[config.mk]
export PLATFORM = sky130hd
export DESIGN_NAME = sprite_layer_scheduler
export DESIGN_NICKNAME = d
export VERILOG_FILES = /design/src/rtl/sprite_pkg.sv /design/src/rtl/layer_priority_enc.sv /design/src/rtl/sprite_layer_scheduler.sv
export SDC_FILE = /design/constraint.sdc
export NUM_CORES = 1
export LEC_CHECK = 0
export ABC_AREA = 1
export CORE_MARGIN = 5
export CORE_UTILIZATION = 55
export CTS_CLUSTER_DIAMETER = 80
export CTS_CLUSTER_SIZE = 25
export DETAILED_ROUTE_END_ITERATION = 6
export PLACE_DENSITY = 0.8
export SLEW_MARGIN = 25
export SYNTH_ARGS = -nofsm -noshare
export SYNTH_HDL_FRONTEND = slang
export SYNTH_SLANG_ARGS = --single-unit
[constraint.sdc]
create_clock -name Clk -period 7.4 [get_ports Clk]
set_input_delay 1.11 -clock Clk [delete_from_list [all_inputs] [get_ports Clk]]
set_output_delay 1.11 -clock Clk [all_outputs]
set_load 0.01 [all_outputs]
[src/rtl/sprite_pkg.sv]
// Shared definitions for the sprite layer scheduler.
//   sched_state_t      : scheduler FSM states
//   COORD_W / RGB_W    : screen coordinate width and packed 4:4:4 colour width
//   PAL_W              : palette index width
//   DEFAULT_KEY_INDEX  : transparent (chroma key) palette index
//   DEFAULT_BG_RGB     : colour returned when no layer is opaque
//   sel_width()        : width of a layer-select field for n layers (min 1)
package sprite_pkg;

    typedef enum logic [1:0] {
        IDLE  = 2'd0,
        FETCH = 2'd1,
        CHECK = 2'd2,
        DONE  = 2'd3
    } sched_state_t;

    localparam int COORD_W = 10;
    localparam int RGB_W   = 12;
    localparam int PAL_W   = 4;

    localparam logic [PAL_W-1:0] DEFAULT_KEY_INDEX = 4'd0;
    localparam logic [RGB_W-1:0] DEFAULT_BG_RGB    = 12'h000;

    function automatic int sel_width(input int n);
        return (n > 1) ? $clog2(n) : 1;
    endfunction

endpackage

[src/rtl/layer_priority_enc.sv]
// Lowest-set-bit priority encoder over the layer candidate mask.
//   mask : one bit per layer, bit 0 = highest priority
//   idx  : index of the lowest set bit (0 when mask is empty)
//   any  : mask has at least one bit set
module layer_priority_enc
    import sprite_pkg::*;
#(
    parameter int N     = 4,
    parameter int IDX_W = 2
) (
    input  logic [N-1:0]     mask,
    output logic [IDX_W-1:0] idx,
    output logic             any
);

    always_comb begin
        idx = '0;
        any = |mask;
        // Scan downward so the lowest set bit is the last one written.
        for (int i = N - 1; i >= 0; i--) begin
            if (mask[i]) begin
                idx = IDX_W'(i);
            end
        end
    end

endmodule

[src/rtl/sprite_layer_scheduler.sv]
// Time-shares one sprite-index ROM port and one palette between NUM_LAYERS
// sprite layers. For each accepted pixel it walks the layers covering
// (DrawX, DrawY) in priority order (layer 0 first) and returns the colour of
// the first layer whose palette index is not the chroma key, else BG_RGB.
//
// Ports
//   Clk, Reset           : clock, synchronous active-high reset
//   pix_valid/pix_ready  : pixel request handshake
//   DrawX, DrawY         : requested pixel, sampled on accept
//   layer_en/x/y         : per-layer enable and packed top-left corners
//                          (layer i at [10*i +: 10]), sampled on accept
//   rom_rd/sel/addr      : ROM read request; data returns the next cycle
//   rom_index            : palette index from the ROM
//   pal_index            : index into the shared palette (combinational lookup)
//   pal_red/green/blue   : palette output
//   red/green/blue       : registered pixel colour
//   rgb_valid            : one-cycle pulse, colour valid for accepted pixel
//   dbg_state            : current FSM state
//
// Handshake: a request transfers on a rising edge where pix_valid && pix_ready.
// pix_ready is high only in IDLE and never during Reset; a requester seeing
// pix_ready low must keep pix_valid (and its data) asserted until accepted.
module sprite_layer_scheduler
    import sprite_pkg::*;
#(
    parameter int               NUM_LAYERS = 4,
    parameter int               SPRITE_W   = 32,
    parameter int               SPRITE_H   = 32,
    parameter int               ADDR_W     = 10,
    parameter logic [PAL_W-1:0] KEY_INDEX  = DEFAULT_KEY_INDEX,
    parameter logic [RGB_W-1:0] BG_RGB     = DEFAULT_BG_RGB
) (
    input  logic                             Clk,
    input  logic                             Reset,
    input  logic                             pix_valid,
    output logic                             pix_ready,
    input  logic [COORD_W-1:0]               DrawX,
    input  logic [COORD_W-1:0]               DrawY,
    input  logic [NUM_LAYERS-1:0]            layer_en,
    input  logic [NUM_LAYERS*COORD_W-1:0]    layer_x,
    input  logic [NUM_LAYERS*COORD_W-1:0]    layer_y,
    output logic                             rom_rd,
    output logic [sel_width(NUM_LAYERS)-1:0] rom_sel,
    output logic [ADDR_W-1:0]                rom_addr,
    input  logic [PAL_W-1:0]                 rom_index,
    output logic [PAL_W-1:0]                 pal_index,
    input  logic [3:0]                       pal_red,
    input  logic [3:0]                       pal_green,
    input  logic [3:0]                       pal_blue,
    output logic [3:0]                       red,
    output logic [3:0]                       green,
    output logic [3:0]                       blue,
    output logic                             rgb_valid,
    output sched_state_t                     dbg_state
);

    localparam int SEL_W = sel_width(NUM_LAYERS);
    localparam int EXT_W = COORD_W + 1;

    sched_state_t                  state;
    logic [NUM_LAYERS-1:0]         cand_r;
    logic [COORD_W-1:0]            px, py;
    logic [NUM_LAYERS*COORD_W-1:0] lx_r, ly_r;

    logic [NUM_LAYERS-1:0]         cand_new;
    logic [NUM_LAYERS-1:0]         enc_mask;
    logic [SEL_W-1:0]              pick;
    logic                          pick_any;
    logic [NUM_LAYERS-1:0]         pick_onehot;

    logic [COORD_W-1:0]            cur_x, cur_y;
    logic [NUM_LAYERS*COORD_W-1:0] cur_lx, cur_ly;
    logic [COORD_W-1:0]            pick_lx, pick_ly;
    logic [COORD_W-1:0]            dx, dy;
    logic [ADDR_W-1:0]             fetch_addr;

    logic [EXT_W-1:0]              x11, y11, lx11, ly11;

    assign pix_ready = !Reset && (state == IDLE);
    assign dbg_state = state;

    // Coverage test for the incoming request. Done in 11 bits so that a
    // sprite whose right/bottom edge lies past 1023 does not wrap to 0.
    always_comb begin
        cand_new = '0;
        x11      = {1'b0, DrawX};
        y11      = {1'b0, DrawY};
        lx11     = '0;
        ly11     = '0;
        for (int i = 0; i < NUM_LAYERS; i++) begin
            lx11 = {1'b0, layer_x[i*COORD_W +: COORD_W]};
            ly11 = {1'b0, layer_y[i*COORD_W +: COORD_W]};
            cand_new[i] = layer_en[i]
                       && (x11 >= lx11) && (x11 < lx11 + EXT_W'(SPRITE_W))
                       && (y11 >= ly11) && (y11 < ly11 + EXT_W'(SPRITE_H));
        end
    end

    // In IDLE the first fetch is issued straight from the live request, so
    // the encoder and address path look at the inputs; afterwards they use
    // the latched copies so later input changes cannot disturb the pixel.
    assign enc_mask = (state == IDLE) ? cand_new : cand_r;
    assign cur_x    = (state == IDLE) ? DrawX    : px;
    assign cur_y    = (state == IDLE) ? DrawY    : py;
    assign cur_lx   = (state == IDLE) ? layer_x  : lx_r;
    assign cur_ly   = (state == IDLE) ? layer_y  : ly_r;

    layer_priority_enc #(
        .N     (NUM_LAYERS),
        .IDX_W (SEL_W)
    ) u_enc (
        .mask (enc_mask),
        .idx  (pick),
        .any  (pick_any)
    );

    assign pick_onehot = NUM_LAYERS'(1) << pick;
    assign pick_lx     = cur_lx[int'(pick)*COORD_W +: COORD_W];
    assign pick_ly     = cur_ly[int'(pick)*COORD_W +: COORD_W];
    assign dx          = cur_x - pick_lx;
    assign dy          = cur_y - pick_ly;
    assign fetch_addr  = ADDR_W'(dy) * ADDR_W'(SPRITE_W) + ADDR_W'(dx);

    // The palette is a combinational lookup on the ROM index returned
    // during CHECK; outside CHECK the index is parked at 0.
    always_comb begin
        pal_index = '0;
        if (state == CHECK) begin
            pal_index = rom_index;
        end
    end

    always_ff @(posedge Clk) begin
        if (Reset) begin
            state     <= IDLE;
            cand_r    <= '0;
            px        <= '0;
            py        <= '0;
            lx_r      <= '0;
            ly_r      <= '0;
            rom_rd    <= 1'b0;
            rom_sel   <= '0;
            rom_addr  <= '0;
            red       <= '0;
            green     <= '0;
            blue      <= '0;
            rgb_valid <= 1'b0;
        end else begin
            rom_rd    <= 1'b0;
            rgb_valid <= 1'b0;
            case (state)
                IDLE: begin
                    if (pix_valid) begin
                        px   <= DrawX;
                        py   <= DrawY;
                        lx_r <= layer_x;
                        ly_r <= layer_y;
                        if (pick_any) begin
                            state    <= FETCH;
                            rom_rd   <= 1'b1;
                            rom_sel  <= pick;
                            rom_addr <= fetch_addr;
                            cand_r   <= cand_new & ~pick_onehot;
                        end else begin
                            state               <= DONE;
                            cand_r              <= '0;
                            {red, green, blue}  <= BG_RGB;
                            rgb_valid           <= 1'b1;
                        end
                    end
                end
                FETCH: begin
                    state <= CHECK;
                end
                CHECK: begin
                    if (rom_index != KEY_INDEX) begin
                        state              <= DONE;
                        {red, green, blue} <= {pal_red, pal_green, pal_blue};
                        rgb_valid          <= 1'b1;
                    end else if (pick_any) begin
                        // Transparent here; try the next covering layer.
                        state    <= FETCH;
                        rom_rd   <= 1'b1;
                        rom_sel  <= pick;
                        rom_addr <= fetch_addr;
                        cand_r   <= cand_r & ~pick_onehot;
                    end else begin
                        state              <= DONE;
                        {red, green, blue} <= BG_RGB;
                        rgb_valid          <= 1'b1;
                    end
                end
                DONE: begin
                    state <= IDLE;
                end
                default: begin
                    state <= IDLE;
                end
            endcase
        end
    end

endmodule

After elaboration in Yosys (flattened, before gate mapping):

Index checks and enable logic that the tools add are counted.

* flip-flop bits (word level): 127
* output and inout bits: 33

* multiplexer cells: 47
* $add $sub $neg: 11
* bitwise logic cells: 3
* eq/ne operators: 6
* multiply operators: 1
* reductions and logical operators: 26
* shifts and indexed selects: 3
* order comparisons: 16

Operator list (count)
* 10-bit by 6-bit adder with 11-bit output (second input constant): 8
* 10-bit by 11-bit < comparator with 1-bit output: 8
* 10-bit >= comparator: 8
* 40-bit 2-to-1 mux: 2
* 4-bit 2-to-1 mux: 15
* 10-bit 2-to-1 mux: 4
* 40-bit by 32-bit indexed part select with 10-bit output: 1
* 40-bit by 7-bit indexed part select with 5-bit output: 1
* 4-bit case mux with 2 select lines: 4
* 2-bit 2-to-1 mux: 10
* 10-bit case mux with 2 select lines: 1
* 1-bit logical AND: 17
* 10-bit adder: 1
* 10-bit subtractor: 1
* 4-bit AND: 2
* 2-bit case mux with 4 select lines: 1
* 1-bit 2-to-1 mux: 6
* 2-bit != test (second input constant): 3
* 2-bit by 3-bit multiplier with 5-bit output (second input constant): 1
* 5-bit 2-to-1 mux: 1
* 5-bit subtractor: 1
* 2-bit == test (second input constant): 2
* 4-bit NOT: 1
* 1-bit case mux with 2 select lines: 2
* 11 further kinds: 12

Logic depth before layout (Yosys ltp):

Gate-level depths: netlist of the first run.

* word-level depth: 17
* depth in mapped cells: 37
* mapped depth without buffers: 37

By module:

A second synthesis of the first run with hierarchy kept.

* cell total of the unflattened synthesis: 1334
* area total of the unflattened synthesis: 9192.6 um^2

By module, submodules not included
* sprite_layer_scheduler: cells each 1325, seq. area each 2142.1 um^2, area an instance 9146.3 um^2, instances 1
* layer_priority_enc: cells each 9, seq. area each 0.0 um^2, area an instance 46.3 um^2, instances 1

Worst setup path after synthesis of the first run:

OpenSTA, ideal clock, no wires.

* path kind: input-to-reg
* from: input layer_x[35]
* to: register rom_addr[9]
* required time: 7336 ps
* cell stages on the path: 33
* path buffers: 0
* arrival: 5721 ps
* setup slack: 1615 ps
* library setup time: 64 ps
* path through: ha_1 -> nand3_1 -> xor2_1 -> ha_1 -> a21o_1 -> a21boi_1 -> nand2_1 -> nor2_1 -> nand3_1 -> nand2_1 -> nand2_1 -> nand2_2 -> nand2_4 -> nand2_2 -> inv_2 -> a221oi_1 -> ha_1 -> inv_1 -> fa_1 -> inv_1 -> fa_1 -> inv_1 -> ha_1 -> a21oi_1 -> nor2_1 -> o21ai_0 -> nand2_1 -> xor2_1 -> xor2_1 -> nand3_1 -> nand2_1 -> nor2_1 -> nor2_1

* cells in the longest elaborated chain, start to end: 17
* elaborated cells on any way between the ends: 24
* those cells by class: 4 x add/sub; 1 x mul; 2 x order compare; 2 x shift; 10 x mux; 5 x reduce/logical

Ends and longest elaborated chain
* start, declared: RTL line sprite_layer_scheduler.sv:40 `input logic [NUM_LAYERS*COORD_W-1:0] layer_x,`
* 10-bit by 6-bit adder with 11-bit output or 10-bit >= comparator (tied branches): RTL line sprite_layer_scheduler.sv:94 `&& (x11 >= lx11) && (x11 < lx11 + EXT_W'(SPRITE_W))`
* 10-bit by 11-bit < comparator with 1-bit output or 1-bit logical AND (tied branches): RTL line sprite_layer_scheduler.sv:94
* 1-bit logical AND: RTL line sprite_layer_scheduler.sv:94
* 1-bit logical AND (2 in a row): RTL line sprite_layer_scheduler.sv:95 `&& (y11 >= ly11) && (y11 < ly11 + EXT_W'(SPRITE_H));`
* 4-bit 2-to-1 mux: RTL line sprite_layer_scheduler.sv:102 `assign enc_mask = (state == IDLE) ? cand_new : cand_r;`
* 2-bit 2-to-1 mux (4 in a row): RTL line layer_priority_enc.sv:21 `if (mask[i]) begin`
* 2-bit by 3-bit multiplier with 5-bit output: RTL line sprite_layer_scheduler.sv:118, sprite_layer_scheduler.sv:119
* 40-bit by 32-bit indexed part select with 10-bit output or 40-bit by 7-bit indexed part select with 5-bit output (tied branches): RTL line sprite_layer_scheduler.sv:118, sprite_layer_scheduler.sv:119
* 10-bit subtractor or 5-bit subtractor (tied branches): RTL line sprite_layer_scheduler.sv:120, sprite_layer_scheduler.sv:121
* 10-bit adder: RTL line sprite_layer_scheduler.sv:122 `assign fetch_addr = ADDR_W'(dy) * ADDR_W'(SPRITE_W) + ADDR_W'(dx);`
* 10-bit 2-to-1 mux *: RTL line sprite_layer_scheduler.sv:158, sprite_layer_scheduler.sv:180
* 10-bit 2-to-1 mux, on equally long branches: RTL line sprite_layer_scheduler.sv:176, sprite_layer_scheduler.sv:153
* 10-bit case mux with 2 select lines *: RTL line sprite_layer_scheduler.sv:151 `case (state)`
* end signal, assigned: RTL line sprite_layer_scheduler.sv:162 `rom_addr <= fetch_addr;`
* end signal, assigned: RTL line sprite_layer_scheduler.sv:185 `rom_addr <= fetch_addr;`
* end, declared: RTL line sprite_layer_scheduler.sv:44 `output logic [ADDR_W-1:0] rom_addr,`

Every way passes the cells marked *; elsewhere a longest branch is shown, timed or not. The select of a mux whose other input is x is not followed.
A chain may end at the register's enable or synchronous reset.

Worst setup path in the final report of the first run:

* from: input layer_x[15]
* to: register rom_addr[9]

* cells in the longest elaborated chain, start to end: 15
* elaborated cells on any way between the ends: 22
* those cells by class: 4 x add/sub; 1 x mul; 2 x order compare; 2 x shift; 8 x mux; 5 x reduce/logical

Ends and longest elaborated chain (RTL line)
* 10-bit by 6-bit adder with 11-bit output or 10-bit >= comparator (tied branches): sprite_layer_scheduler.sv:94
* 10-bit by 11-bit < comparator with 1-bit output or 1-bit logical AND (tied branches): sprite_layer_scheduler.sv:94
* 1-bit logical AND: sprite_layer_scheduler.sv:94
* 1-bit logical AND (2 in a row): sprite_layer_scheduler.sv:95
* 4-bit 2-to-1 mux: sprite_layer_scheduler.sv:102
* 2-bit 2-to-1 mux (2 in a row): layer_priority_enc.sv:21
* 2-bit by 3-bit multiplier with 5-bit output: sprite_layer_scheduler.sv:118, sprite_layer_scheduler.sv:119
* 40-bit by 32-bit indexed part select with 10-bit output or 40-bit by 7-bit indexed part select with 5-bit output (tied branches): sprite_layer_scheduler.sv:118, sprite_layer_scheduler.sv:119
* 10-bit subtractor or 5-bit subtractor (tied branches): sprite_layer_scheduler.sv:120, sprite_layer_scheduler.sv:121
* 10-bit adder: sprite_layer_scheduler.sv:122
* 10-bit 2-to-1 mux *: sprite_layer_scheduler.sv:158, sprite_layer_scheduler.sv:180
* 10-bit 2-to-1 mux, on equally long branches: sprite_layer_scheduler.sv:176, sprite_layer_scheduler.sv:153
* 10-bit case mux with 2 select lines *: sprite_layer_scheduler.sv:151

Marked as above.

==> flow_summary.json, run 1 <==
{
  "port_buffers": 155,
  "path_class": "in -> reg",
  "grt_overflow": 0,
  "synth_flop_cell": "dfxtp_1",
  "cp_common_cell": "ha_1",
  "drv_slew": 0,
  "path_max_fanout": 8,
  "async_reset_ff_share_pct": 0,
  "drive_gt1_share_pct": 3.66,
  "fin_crit_ps": 6610,
  "grt_pass1_wl_um": 44100,
  "cpPeakStageDelay_ps": 630,
  "post-route-period-util_pct": 89.4,
  "cts_setup_buffers": 0,
  "worst_pin_slew_ps": 852,
  "final_cell_mix": "308 x nand2_1, 177 x inv_1, 163 x a21oi_1, 155 x clkdlybuf4s50_1, 145 x ha_1",
  "avgRoutedWirePerCell_um": 15.4,
  "clockBufferDepth": 2,
  "ys_seq_area_share_pct": 22.4,
  "area_growth_pct": 20.8,
  "synthSimpleGateAreaFrac_pct": 24.5,
  "final_common_cell": "nand2_1",
  "die_h_um": 142,
  "grt_max_degree": 125,
  "crit_required_ps": 7700,
  "place_hpwl_um": 21400,
  "die_x_um": 142,
  "ios": 156,
  "drt-total-wl_um": 27500,
  "switching_share_pct": 49.1,
  "ys_ff_latch": 107,
  "first_pass_iters": 6,
  "synthAdderAreaFrac_pct": 20.3,
  "fillCellCount": 1569,
  "power_density_nw_per_um2": 374,
  "power_w": 0.00431,
  "endpoint_kind": "flop",
  "synthDistinctLibCells": 50,
  "hp-class": "reg -> reg",
  "antenna_found_initial": 0,
  "outcome": "finished clean",
  "timing.hold.ws_ps": 454,
  "placement.cell_area_um2": 11200,
  "row_count": 48,
  "p_sw_w": 0.00212,
  "nNetsFinal": 1828,
  "clkPwrFrac_pct": 11.2,
  "worst_skew_pair.late_latency_ps": 360,
  "cts_resized": 0,
  "irDropWorstVdd_v": 0.000378,
  "syn_nets": 1703,
  "p_int_w": 0.00220,
  "fmax_mhz": 151,
  "cts_made_buffers": 9,
  "antenna_left": 0,
  "clk_pin_slew_ps": 70,
  "diodes": 0,
  "grt_pass1_vias": 8899,
  "initial_core_util_pct": 55.6,
  "synth_xor_area_share_pct": 3.21,
  "maxCapViolCount": 0,
  "instances_no_fill": 1783,
  "synthCells": 1429,
  "ys_warn_count": 0,
  "coreArea_um2": 17200,
  "slowest_stage": "clkdlybuf4s50_1",
  "synth-edff-count": 0,
  "cts-root-buf": "clkbuf_16",
  "synth_top_family_by_area": "simple AND/OR/NAND/NOR gates",
  "synthMuxAreaShare_pct": 0.420,
  "grt_setup_unrepaired": "false",
  "synth_compound_area_share_pct": 19.7,
  "clock_sinks": 107,
  "pwr-share-seq_pct": 18.8,
  "worstPathArrival_ps": 6910,
  "dp.cells": 1768,
  "combPwrFrac_pct": 69.9,
  "die_area_um2": 20100,
  "syn_area_um2": 9540,
  "dr.first_iter.drc_count": 790,
  "drc": 0,
  "leakage_nw": 5.62,
  "grt_use_total_pct": 26.9,
  "startpoint_type": "input pin",
  "drt-vias-per-instance": 5.49,
  "cts_tree": "done",
  "gp_congestion": 0.935,
  "slew-limit-headroom_pct": 43.1,
  "via_count": 9791,
  "ctsHoldBuffers": 0,
  "fin_setup_tns_ps": 0,
  "setup_violations": 0,
  "finalInstanceArea_um2": 11500,
  "finClkSkew_ps": 6.78,
  "hold_violations": 0,
  "htreeDepth": 3,
  "postSynthAreaPerCell_um2": 6.68
}
-- final cells by class --
class                      count  area, um2  area share, %
clock buffer                   9        225           1.95
clock inverter                 6       65.1          0.564
inverter                     184        691           5.99
multi-input combinational   1089       6510           56.5
sequential                   107       2140           18.6
tap                          225        282           2.44
timing repair buffer         163       1620           14.0
-- Yosys cell counts, types with 2 or more instances --
cell / number / area share [%]
buf_2: 5 / 0.26
mux2i_1: 4 / 0.42
clkbuf_1: 36 / 1.4
o21bai_1: 4 / 0.31
clkinv_1: 2 / 0.079
or2_2: 3 / 0.20
o21ai_0: 126 / 6.6
xor2_1: 22 / 2.0
inv_1: 178 / 7.0
nor2_4: 3 / 0.35
nor2_2: 6 / 0.39
a221oi_1: 8 / 0.73
nand3_2: 2 / 0.21
o21a_1: 2 / 0.16
nor2_1: 123 / 4.8
nand2_1: 308 / 12
nand3_1: 57 / 3.0
nand4_1: 16 / 1.0
inv_2: 4 / 0.16
nand2_2: 8 / 0.52
nor3_1: 12 / 0.63
a21boi_1: 2 / 0.16
a21o_1: 9 / 0.71
buf_1: 4 / 0.16
o221ai_1: 2 / 0.18
nand2_4: 3 / 0.35
xnor2_1: 13 / 1.2
and3_1: 2 / 0.13
a21oi_1: 163 / 8.5
o22ai_1: 13 / 0.85
fa_1: 6 / 1.3
dfxtp_1: 107 / 22
buf_4: 3 / 0.24
a21boi_0: 2 / 0.16
a211oi_1: 3 / 0.24
o21ai_1: 3 / 0.16
nand3b_1: 6 / 0.47
o211ai_1: 3 / 0.24
ha_1: 145 / 19
-- registers in the layout, indices dropped and copies added, names as in the netlist --
name       count
cand_r         4
lx_r          40
py             5
px            10
dbg_state      2
rom_sel        2
rom_rd         1
red            4
rom_addr      10
green          4
ly_r          20
rgb_valid      1
blue           4
-- metal layers --
metal / up-vias / part of all wire (%) / GRT usage (%)
met5: - / 0 / 0
met4: 0 / 2.1 / 6.92
met3: 39 / 6.9 / 4.31
met2: 322 / 46 / 44.2
met1: 4434 / 45 / 36.7
li1: 4996 / - / -
-- power by group through the flow --
stage               Combinational [W]  Clock [W]  Sequential (W)
floorplan                     0.00219          0        0.000826
global placement              0.00291          0        0.000815
detailed placement            0.00298          0        0.000821
CTS                           0.00300   0.000487        0.000809
global route                  0.00342   0.000512        0.000829
finish                        0.00302   0.000485        0.000811
-- cells by family after synthesis --
kind of cell / after synthesis
AO/OA/AOI/OAI: 347
XOR/XNOR: 35
adder cells (fa/ha/maj): 151
buffers and inverters: 233
flip-flops: 107
multiplexers: 4
AND/OR/NAND/NOR: 552
-- worst paths after layout --
check             slack, ps                        to                       from  depth (start not counted)
setup / recovery        790  rom_addr[9]$_SDFFE_PP0P_                layer_x[15]                         33
hold / removal          450        px[9]$_SDFFE_PP0P_         px[9]$_SDFFE_PP0P_                          2
setup reg to reg       2430  rom_addr[9]$_SDFFE_PP0P_  dbg_state[0]$_SDFFE_PP0N_                         23
hold reg to reg         450        px[9]$_SDFFE_PP0P_         px[9]$_SDFFE_PP0P_                          2
-- stage by stage --
step           worst slack (ps)  utilization [%]
3_3_place_gp                690             65.4
6_report                    786             67.1
2_1_floorplan              1620                -
5_1_grt                     245             67.1
3_5_place_dp                476             65.4
4_1_cts                     827             67.1
-- critical path: cells and delay by family --
kind	cells	cell delay (ps)
adder cells (fa/ha/maj)	6	2060
AND/OR/NAND/NOR	15	1450
buffers and inverters	5	880
AO/OA/AOI/OAI	4	840
XOR/XNOR	3	580
(Power assumes the default switching activity.)
==> run 2: changes to the inputs <==
--- a/config.mk
+++ b/config.mk
@@ -5,7 +5,7 @@
 export SDC_FILE = /design/constraint.sdc
 export NUM_CORES = 1
 export LEC_CHECK = 0
-export ABC_AREA = 1
+export ABC_AREA = 0
 export CORE_MARGIN = 5
 export CORE_UTILIZATION = 55
 export CTS_CLUSTER_DIAMETER = 80
==> flow_summary.json, run 2 <==
{
  "path_max_fanout": 6,
  "fin_crit_ps": 7060,
  "grt_pass1_vias": 9042,
  "synth_flop_cell": "dfxtp_1",
  "yosysTopAreaCell": "dfxtp_1",
  "synthCells": 1206,
  "drv_slew": 0,
  "synth_common_cells": "232 x nand2_1, 147 x a21oi_1, 145 x ha_1, 107 x dfxtp_1, 102 x inv_1",
  "setup_violations": 0,
  "multi_input_area_um2": 6510,
  "cts_made_buffers": 9,
  "htreeDepth": 3,
  "holdPathStages": 2,
  "cts_tree": "done",
  "diodes": 0,
  "finClkSkew_ps": 6.49,
  "area_growth_pct": 24.0,
  "final_util_pct": 69.2,
  "endpoint_kind": "flop",
  "synth.area.top_cells": "dfxtp_1 23%, ha_1 20%, nand2_1 9.5%",
  "grt_use_total_pct": 28.2,
  "worst_skew_pair.late_latency_ps": 360,
  "final-seq-area_um2": 2140,
  "via_count": 9341,
  "die_area_um2": 19400,
  "drt-vias-per-instance": 5.91,
  "ctsHoldBuffers": 0,
  "coreArea_um2": 16500,
  "drt-total-wl_um": 28300,
  "path_class": "in -> reg",
  "initial_core_util_pct": 55.8,
  "clockBufferDepth": 2,
  "slew-limit-headroom_pct": 38.8,
  "final_cell_mix": "231 x nand2_1, 154 x clkdlybuf4s50_1, 146 x a21oi_1, 145 x ha_1, 107 x dfxtp_1",
  "synth_most_common_cell": "nand2_1",
  "maxCapViolCount": 0,
  "antenna_left": 0,
  "worst_pin_slew_ps": 919,
  "postSynthAreaPerCell_um2": 7.64,
  "hp-class": "reg -> reg",
  "hold_violations": 0,
  "ios": 156,
  "finalInstanceArea_um2": 11400,
  "row_count": 47,
  "worstPathArrival_ps": 7290,
  "syn_area_um2": 9210,
  "syn_nets": 1480,
  "grt_max_degree": 79,
  "placement.cell_area_um2": 11100,
  "port_buffers": 155,
  "power_w": 0.00207,
  "grt_overflow": 0,
  "synthDistinctLibCells": 79,
  "dr.first_iter.drc_count": 616,
  "startpoint_type": "input pin",
  "first_pass_iters": 5,
  "cts-root-buf": "clkbuf_16",
  "synth-edff-count": 0,
  "ys_ff_latch": 107,
  "ys_warn_count": 0,
  "grt_pass1_wl_um": 45300,
  "irDropWorstVdd_v": 0.000158,
  "setup_ws_ps": 343,
  "largestRegisters": "lx_r x40, ly_r x20",
  "clk_pin_slew_ps": 70,
  "gp_congestion": 0.927,
  "pre_cts_ws_ps": -5.82,
  "fillCellCount": 1414,
  "leakage_nw": 4.97,
  "clock_sinks": 107,
  "synth.top_cell.area_share_pct": 23.2,
  "place_hpwl_um": 21600,
  "final_common_cell": "nand2_1",
  "largest_reg_flops": 40,
  "r2r_cells": 21,
  "fin_setup_tns_ps": 0,
  "drive_gt1_share_pct": 5.81,
  "die_x_um": 139,
  "async_reset_ff_share_pct": 0,
  "antenna_found_initial": 1,
  "top_register": "lx_r",
  "nNetsFinal": 1630,
  "avgRoutedWirePerCell_um": 17.9,
  "ys_seq_area_share_pct": 23.2,
  "crit_required_ps": 7630,
  "outcome": "finished clean",
  "die_h_um": 139,
  "drc": 0,
  "power_density_nw_per_um2": 181,
  "post-route-period-util_pct": 95.4,
  "fmax_mhz": 142
}
run 2: changes by cell type in the layout (fill, tap and decap cells not counted), moves of 21 or more:
cell / previous run / this run
nand2_1: 308 / 231
xnor2_1: 13 / 34
o21ai_0: 126 / 22
nor2_1: 122 / 62
mux2i_1: 4 / 31
nand3_1: 57 / 26
o211ai_1: 3 / 29
buf_4: 7 / 36
inv_1: 177 / 102
run 2: cell families (layout without fill, tap and decap cells):
kind of cell               after synthesis  after routing  share of synthesized area (%)
DFF                                    107            107                           23.2
xor gates and xnor gates                36             36                           3.42
and+or+nand+nor                        408            408                           19.9
buffers and inverters                  154            308                           6.42
adders and majority gates              151            151                           21.0
AOI/OAI and AO/OA                      318            318                           22.5
muxes                                   32             32                           3.52
run 2: routing by layer:
| metal | vias up | track usage, % | wire length, um |
|---|---|---|---|
| met4 | 2 | 9.22 | 784 |
| met3 | 61 | 6.52 | 2200 |
| met5 | - | 0 | 7 |
| met1 | 4371 | 35.4 | 11900 |
| met2 | 363 | 48.0 | 13400 |
| li1 | 4544 | - | - |
run 2: timing repair:
action,4_1_cts,5_1_grt
buffers inserted,0,0
gates resized for setup,0,4
endpoints found under the setup margin,0,1
run 2: power breakdown:
part           leakage [nW]  internal [W]  switching, W
combinational          3.95      0.000411      0.000510
sequential            0.874      0.000612     0.0000201
clock                 0.150      0.000296      0.000221
total                  4.97       0.00132      0.000751
run 2: through the flow:
step	std cells	hold WS, ps
final	1580	455
after floorplan	1206	436
after global routing	1580	468
after global placement	1565	441
after detailed placement	1565	446
after CTS	1580	456
run 2: final timing paths:
kind	start	to	slack (ps)
max	layer_y[15]	rom_addr[9]$_SDFFE_PP0P_	340
min	px[0]$_SDFFE_PP0P_	px[0]$_SDFFE_PP0P_	450
max reg2reg	dbg_state[0]$_SDFFE_PP0N_	rom_addr[9]$_SDFFE_PP0P_	1880
min reg2reg	px[0]$_SDFFE_PP0P_	px[0]$_SDFFE_PP0P_	450
run 2: worst max-delay path: stages:
cell and delay, ps:
clkdlybuf4s50_1 540, ha_1 210, nand3_1 100, xnor2_1 140, ha_1 320, o211ai_1 90, or4b_1 480, a31oi_1 150
o22ai_1 110, and3_4 200, and3b_1 270, and2_1 170, nand2_1 140, buf_4 200, a21oi_1 120, nor3_1 60
ha_1 310, ha_1 230, fa_1 410, a21o_1 190, a21oi_2 170, o21bai_1 110, a2111o_1 430, and3_1 190
or2_2 320, o2111a_1 160, o211ai_1 210, o311ai_1 130
run 2: layout make-up:
| cell class | instances | area share [%] |
|---|---|---|
| Clock buffer | 11 | 2.04 |
| Inverter | 103 | 3.38 |
| Multi-Input combinational cell | 945 | 56.9 |
| Tap cell | 220 | 2.41 |
| Clock inverter | 4 | 0.646 |
| Timing Repair Buffer | 190 | 15.9 |
| Sequential cell | 107 | 18.7 |
